**config.mk**
```make
export PLATFORM = sky130hd
export DESIGN_NAME = keypad_scanner
export DESIGN_NICKNAME = d
export VERILOG_FILES = /design/src/rtl/keypad_scanner.sv
export SDC_FILE = /design/constraint.sdc
export NUM_CORES = 1
export LEC_CHECK = 0
export BUFFER_PORTS_ARGS = -buffer_cell sky130_fd_sc_hd__buf_2
export CAP_MARGIN = 5
export CORE_ASPECT_RATIO = 0.6
export CORE_MARGIN = 5
export CORE_UTILIZATION = 63
export CTS_CLUSTER_DIAMETER = 30
export DETAILED_ROUTE_END_ITERATION = 12
export HOLD_SLACK_MARGIN = 0.15
export PLACE_DENSITY = 0.83
export SETUP_SLACK_MARGIN = 0.05
export SLEW_MARGIN = 40
export SYNTH_ARGS = -nofsm -noshare
export SYNTH_HDL_FRONTEND = slang
export SYNTH_SLANG_ARGS = --single-unit
```
**constraint.sdc**
```tcl
create_clock -name clock -period 3.02 [get_ports clock]
set_clock_uncertainty 0.1 [all_clocks]
set_input_delay 0.151 -clock clock [delete_from_list [all_inputs] [get_ports clock]]
set_output_delay 0.151 -clock clock [all_outputs]
set_load 0.01 [all_outputs]
```
**src/rtl/keypad_scanner.sv**
```systemverilog
`timescale 1ns/1ps
// keypad_scanner
// Scans a 4x4 calculator keypad one column at a time. It debounces presses
// and releases, and presents one decoded key per physical press as a level
// (key_valid_o) with a stable key_o/key_type_o. The downstream control FSM
// does its own edge detection on that level.
//
// Parameters
//   SCAN_DIV      clocks each column is driven before its rows are sampled (>=2)
//   DEBOUNCE_CNT  consecutive matching samples to accept a press/release (>=1)
//
// Ports
//   clock         system clock
//   reset         synchronous, active-high reset
//   row_valid_i   some row line is active in the selected column
//   row_code_i    encoded active row (0..3), meaningful when row_valid_i=1
//   col_sel_o     encoded column currently driven (0..3)
//   key_valid_o   high while a debounced key is held
//   key_o         key code of the last accepted press
//   key_type_o    0 = number (0-9), 1 = symbol (A-F)

module keypad_scanner #(
    parameter int unsigned SCAN_DIV     = 1000,
    parameter int unsigned DEBOUNCE_CNT = 4
) (
    input  logic       clock,
    input  logic       reset,
    input  logic       row_valid_i,
    input  logic [1:0] row_code_i,
    output logic [1:0] col_sel_o,
    output logic       key_valid_o,
    output logic [3:0] key_o,
    output logic       key_type_o
);

    localparam int unsigned DWELL_W = (SCAN_DIV > 1) ? $clog2(SCAN_DIV) : 1;
    localparam int unsigned CNT_W   = $clog2(DEBOUNCE_CNT + 1);

    localparam logic [DWELL_W-1:0] DWELL_LAST = DWELL_W'(SCAN_DIV - 1);
    localparam logic [CNT_W-1:0]   CNT_ONE    = CNT_W'(1);
    localparam logic [CNT_W-1:0]   CNT_TARGET = CNT_W'(DEBOUNCE_CNT);

    typedef enum logic [1:0] {
        ST_SCAN     = 2'd0,
        ST_DEBOUNCE = 2'd1,
        ST_PRESSED  = 2'd2
    } state_t;

    state_t             state_q;
    logic [DWELL_W-1:0] dwell_q;
    logic [DWELL_W-1:0] dwell_d;
    logic [CNT_W-1:0]   match_q;
    logic [CNT_W-1:0]   rel_q;
    logic [1:0]         row_q;
    logic [1:0]         col_sel_q;
    logic               key_valid_q;
    logic [3:0]         key_q;
    logic               key_type_q;

    logic               strobe;
    logic [CNT_W-1:0]   match_inc;
    logic [CNT_W-1:0]   rel_inc;
    logic [3:0]         cand_key;
    logic               cand_type;

    // Physical key layout: '*' is FN (F), '#' is numeral/backspace (E).
    function automatic logic [3:0] key_decode(input logic [1:0] row, input logic [1:0] col);
        logic [3:0] code;
        code = 4'h0;
        unique case ({row, col})
            4'b00_00: code = 4'h1;
            4'b00_01: code = 4'h2;
            4'b00_10: code = 4'h3;
            4'b00_11: code = 4'hA;
            4'b01_00: code = 4'h4;
            4'b01_01: code = 4'h5;
            4'b01_10: code = 4'h6;
            4'b01_11: code = 4'hB;
            4'b10_00: code = 4'h7;
            4'b10_01: code = 4'h8;
            4'b10_10: code = 4'h9;
            4'b10_11: code = 4'hC;
            4'b11_00: code = 4'hF;
            4'b11_01: code = 4'h0;
            4'b11_10: code = 4'hE;
            4'b11_11: code = 4'hD;
            default:  code = 4'h0;
        endcase
        return code;
    endfunction

    // Free-running dwell counter; only reset clears it, never a state change.
    always_comb begin
        strobe  = (dwell_q == DWELL_LAST);
        dwell_d = strobe ? '0 : dwell_q + DWELL_W'(1);
    end

    // Candidate decode. Whenever a key is loaded, row_code_i equals the
    // captured row (SCAN with DEBOUNCE_CNT=1, or a matching DEBOUNCE sample),
    // so decoding the live row code is sufficient.
    always_comb begin
        match_inc = match_q + CNT_ONE;
        rel_inc   = rel_q + CNT_ONE;
        cand_key  = key_decode(row_code_i, col_sel_q);
        cand_type = (cand_key >= 4'hA);
    end

    // Scan / debounce / hold FSM; all outputs are registered here.
    always_ff @(posedge clock) begin
        if (reset) begin
            state_q     <= ST_SCAN;
            dwell_q     <= '0;
            match_q     <= '0;
            rel_q       <= '0;
            row_q       <= 2'd0;
            col_sel_q   <= 2'd0;
            key_valid_q <= 1'b0;
            key_q       <= 4'h0;
            key_type_q  <= 1'b0;
        end else begin
            dwell_q <= dwell_d;
            if (strobe) begin
                unique case (state_q)
                    ST_SCAN: begin
                        if (row_valid_i) begin
                            row_q   <= row_code_i;
                            match_q <= CNT_ONE;
                            if (DEBOUNCE_CNT == 1) begin
                                state_q     <= ST_PRESSED;
                                rel_q       <= '0;
                                key_valid_q <= 1'b1;
                                key_q       <= cand_key;
                                key_type_q  <= cand_type;
                            end else begin
                                state_q <= ST_DEBOUNCE;
                            end
                        end else begin
                            col_sel_q <= col_sel_q + 2'd1;
                        end
                    end

                    ST_DEBOUNCE: begin
                        if (row_valid_i && (row_code_i == row_q)) begin
                            match_q <= match_inc;
                            if (match_inc == CNT_TARGET) begin
                                state_q     <= ST_PRESSED;
                                rel_q       <= '0;
                                key_valid_q <= 1'b1;
                                key_q       <= cand_key;
                                key_type_q  <= cand_type;
                            end
                        end else begin
                            // Bounce or different row: abandon this column.
                            state_q   <= ST_SCAN;
                            match_q   <= '0;
                            col_sel_q <= col_sel_q + 2'd1;
                        end
                    end

                    ST_PRESSED: begin
                        // Any row in the frozen column counts as still held;
                        // a second key in this column never changes key_q.
                        if (row_valid_i) begin
                            rel_q <= '0;
                        end else if (rel_inc == CNT_TARGET) begin
                            state_q     <= ST_SCAN;
                            rel_q       <= '0;
                            match_q     <= '0;
                            key_valid_q <= 1'b0;
                            col_sel_q   <= col_sel_q + 2'd1;
                        end else begin
                            rel_q <= rel_inc;
                        end
                    end

                    default: begin
                        state_q <= ST_SCAN;
                        match_q <= '0;
                        rel_q   <= '0;
                    end
                endcase
            end
        end
    end

    assign col_sel_o   = col_sel_q;
    assign key_valid_o = key_valid_q;
    assign key_o       = key_q;
    assign key_type_o  = key_type_q;

endmodule
```
==> metrics.md <==
| Metric | Value |
|---|---|
| Cell Area, Synth | `0.00161 sq mm` |
| Detailed Route Iter0 Violations | `74` |
| Pre-Repair DR Iteration Count | `4` |
| CTS Root Cell | `clkbuf_8` |
| Initial antenna violation count | `0` |
| Maxcap violations | `0` |
| # rows | `14` |
| Achievable clock frequency | `roughly 0.48 GHz` |
| Reg-to-Reg Start | `rel_q[0]` |
| IO Count | `13` |
| Register-to-register setup slack | `between 0.9 and 1 ns` |
| Grt ovf | `0` |
| Vias/cell | `approximately 5.7` |
| Clock edge transition at the registers on the reported setup and hold paths | `roughly 0.090 ns` |
| Max transition margin | `between 60% and 70%` |
| Pwr/cell area | `roughly 370 mW/mm^2` |
| NetSw | `~140 uW` |
| Core Region | `0.00247 sq mm` |
| CP Capture Type | `register` |
| Pin count of the biggest net entering global routing | `24` |
| Dpl cells | `roughly 220` |
| Fin crit period | `approximately 2.1 ns` |
| Most used flip-flop cell after synthesis | `dfxtp_1` |
| Core Util, Final | `69.8%` |
| # setup viols final | `0` |
| Number of enable flip-flop cells after synthesis | `0` |
| Total CTS buffers | `3` |
| Wire length of the first global-routing pass | `~5600 um` |
| Layout cells sized above 1 | `approximately 18%` |
| Max-slew violations | `0` |
| Largest area contributor in the netlist | `dfxtp_1` |
| Syn Nets | `approximately 200` |
| Status | `finished, final reports clean` |
| Synth Warn # | `0` |
| CTS tree | `yes` |
| # Post-CTS Setup Buffers | `0` |
| Hold endpoint | `key_o[2]` |
| Total negative slack | `0 ns` |
| Nets | `roughly 210` |
| Clock Path Buffers | `2` |
| CTS H-tree depth | `1` |
| Hold Path Depth | `2` |
| WP data required | `slightly above 3 ns` |
| Async set or reset register ratio after synthesis | `0%` |
| Largest cells by area after synthesis | `dfxtp_1, ha_1, mux2i_1` |
| Antenna-violating nets left | `0` |
| Syn-to-layout area delta | `7.32%` |
| Period Utilization, post-route | `between 60% and 70%` |
| Initial Utilization | `between 60% and 70%` |
| Mean Syn Cell Area | `approximately 9 sq um` |
| DR WL/cell | `14.5 um` |
| Clock power frac | `about 36%` |
| Synth top area share | `34.9%` |
| CTS Hold Bufs | `0` |
| Routed wire length | `3180 um` |
| Worst Setup Start Kind | `register` |
| Synth cell count leaders | `dfxtp_1, nor2_1, nand2_1, ha_1, o21ai_0` |
| Hold WC Path Type | `in -> reg` |
| Worst reg2reg path depth | `7` |
| CP Max Fanout | `7` |
| Clock Sinks | `28` |
| CTS resizes | `0` |
| Post-synthesis sequential area ratio | `34.9%` |
| Floorplan die height | `49.1 um` |
| Die Wd | `75.2 um` |
| Vias in the first global route | `between 1000 and 1500` |
| Final hold viol count | `0` |
| Beginning of the worst hold path | `reset` |
| Static Leak | `roughly 0.00070 uW` |
| Most numerous cell in the Yosys netlist | `dfxtp_1` |
| Antenna Cells | `0` |
| DRC Markers | `0` |
| R2r endpoint | `state_q[1]` |
| Gr usage total | `a little under a fifth` |
| Dpl ws | `~0.96 ns` |
| Sequential Power Share | `58.8%` |
| Finished Layout Cells | `219` |
| Power Internal | `501 uW` |
| Net Sw Frac | `21.6%` |
| Gp weighted congestion | `0.820` |
| Via count | `approximately 1300` |
| Syn Inst Count | `between 150 and 200` |
| Tightest Pin Transition | `between 0.5 and 0.6 ns` |
| Combinational fraction of design power | `under 10%` |
| Post-DP HPWL | `between 2000 and 2500 um` |
| Arr. time, crit path | `between 2 and 2.5 ns` |
| Die ar. | `around 0.0037 sq mm` |
| Peak VDD IR | `roughly 0.29 mV` |
| Worst Path Class, Setup | `reg -> reg` |
| Clock Latency Late Sink | `between 0.2 and 0.3 ns` |
| Total power | `about 640 uW` |
| #FFs+latches synth | `28` |
| RSZ-0062 raised after global routing | `no` |
| Library cells used by synthesis | `40` |
| IO Port Bufs | `12` |
| Crit path setup slack, layout | `between 0.9 and 1 ns` |
-- per-layer routing --
metal / routed length [um] / share of wire, % / track usage [%]
met5: 0 / 0 / 0
met4: 18 / 0.57 / 2.33
met3: 91 / 2.9 / 4.32
met1: 1600 / 50 / 27.2
met2: 1470 / 46 / 30.3
-- stage by stage --
step                      hold slack (ns)  instance area [sq um]
after global placement              0.336                   1670
after global routing                0.205                   1720
after floorplan                     0.231                   1610
after detailed placement            0.343                   1670
final                               0.178                   1720
after CTS                           0.182                   1720
-- registers in the layout (all words and copies together) (netlist names) --
signal,flops
dwell_q,10
key_o,4
match_q,3
rel_q,3
col_sel_o,2
row_q,2
state_q,2
key_type_o,1
key_valid_o,1
-- worst max-delay path by stage --
stage | startpoint | to | slack [ns]
floorplan | rel_q[0] | state_q[1] | 1.17
global placement | rel_q[0] | state_q[1] | 1.08
detailed placement | rel_q[0] | state_q[1] | 0.96
CTS | rel_q[0] | state_q[1] | 0.95
global route | match_q[0] | key_o[3] | 0.81
finish | rel_q[0] | state_q[1] | 0.94
-- cell usage in the layout, fill, tap and decap left out, drive strengths merged, types with 7 or more instances in the layout --
cell / count
buf: 12
nor2: 23
o21ai: 11
nand3: 8
ha: 12
a21oi: 7
xnor2: 7
mux2i: 9
nand2: 15
dfxtp: 28
-- power groups by stage --
stage / clock (uW) / combinational [uW] / sequential, uW
detailed placement: 0 / 33.5 / 384
CTS: 232 / 33.8 / 376
global placement: 0 / 32.6 / 384
global route: 251 / 38.1 / 377
finish: 229 / 34.1 / 376
floorplan: 0 / 26.7 / 384
-- final cells by class --
| class | count | area (sq um) |
|---|---|---|
| multi-input combinational | 137 | 986 |
| fill | 193 | 746 |
| sequential | 28 | 561 |
| timing repair buffer | 12 | 60.1 |
| clock buffer | 4 | 55.1 |
| tap | 32 | 40.0 |
| inverter | 6 | 22.5 |
-- worst max-delay path, stage by stage, from the launching register on --
cell and delay (ns):
dfxtp_1 0.34, ha_1 0.21, ha_1 0.19, nor2b_1 0.14
a211oi_1 0.40, and2b_1 0.31, a21oi_1 0.19, a211oi_1 0.08
-- logic make-up (layout without fill, tap and decap cells) --
group                    after synthesis  in the layout  synth area share [%]
AND/OR/NAND/NOR                       76             76                  27.5
flip-flops                            28             28                  34.9
AO/OA/AOI/OAI                         27             27                  11.2
buffers and inverters                 13             22                  3.74
adder cells (fa/ha/maj)               12             12                  9.35
XOR/XNOR                              12             12                  7.01
multiplexers                          10             10                  6.31
Power figures use the tool's default switching activity.
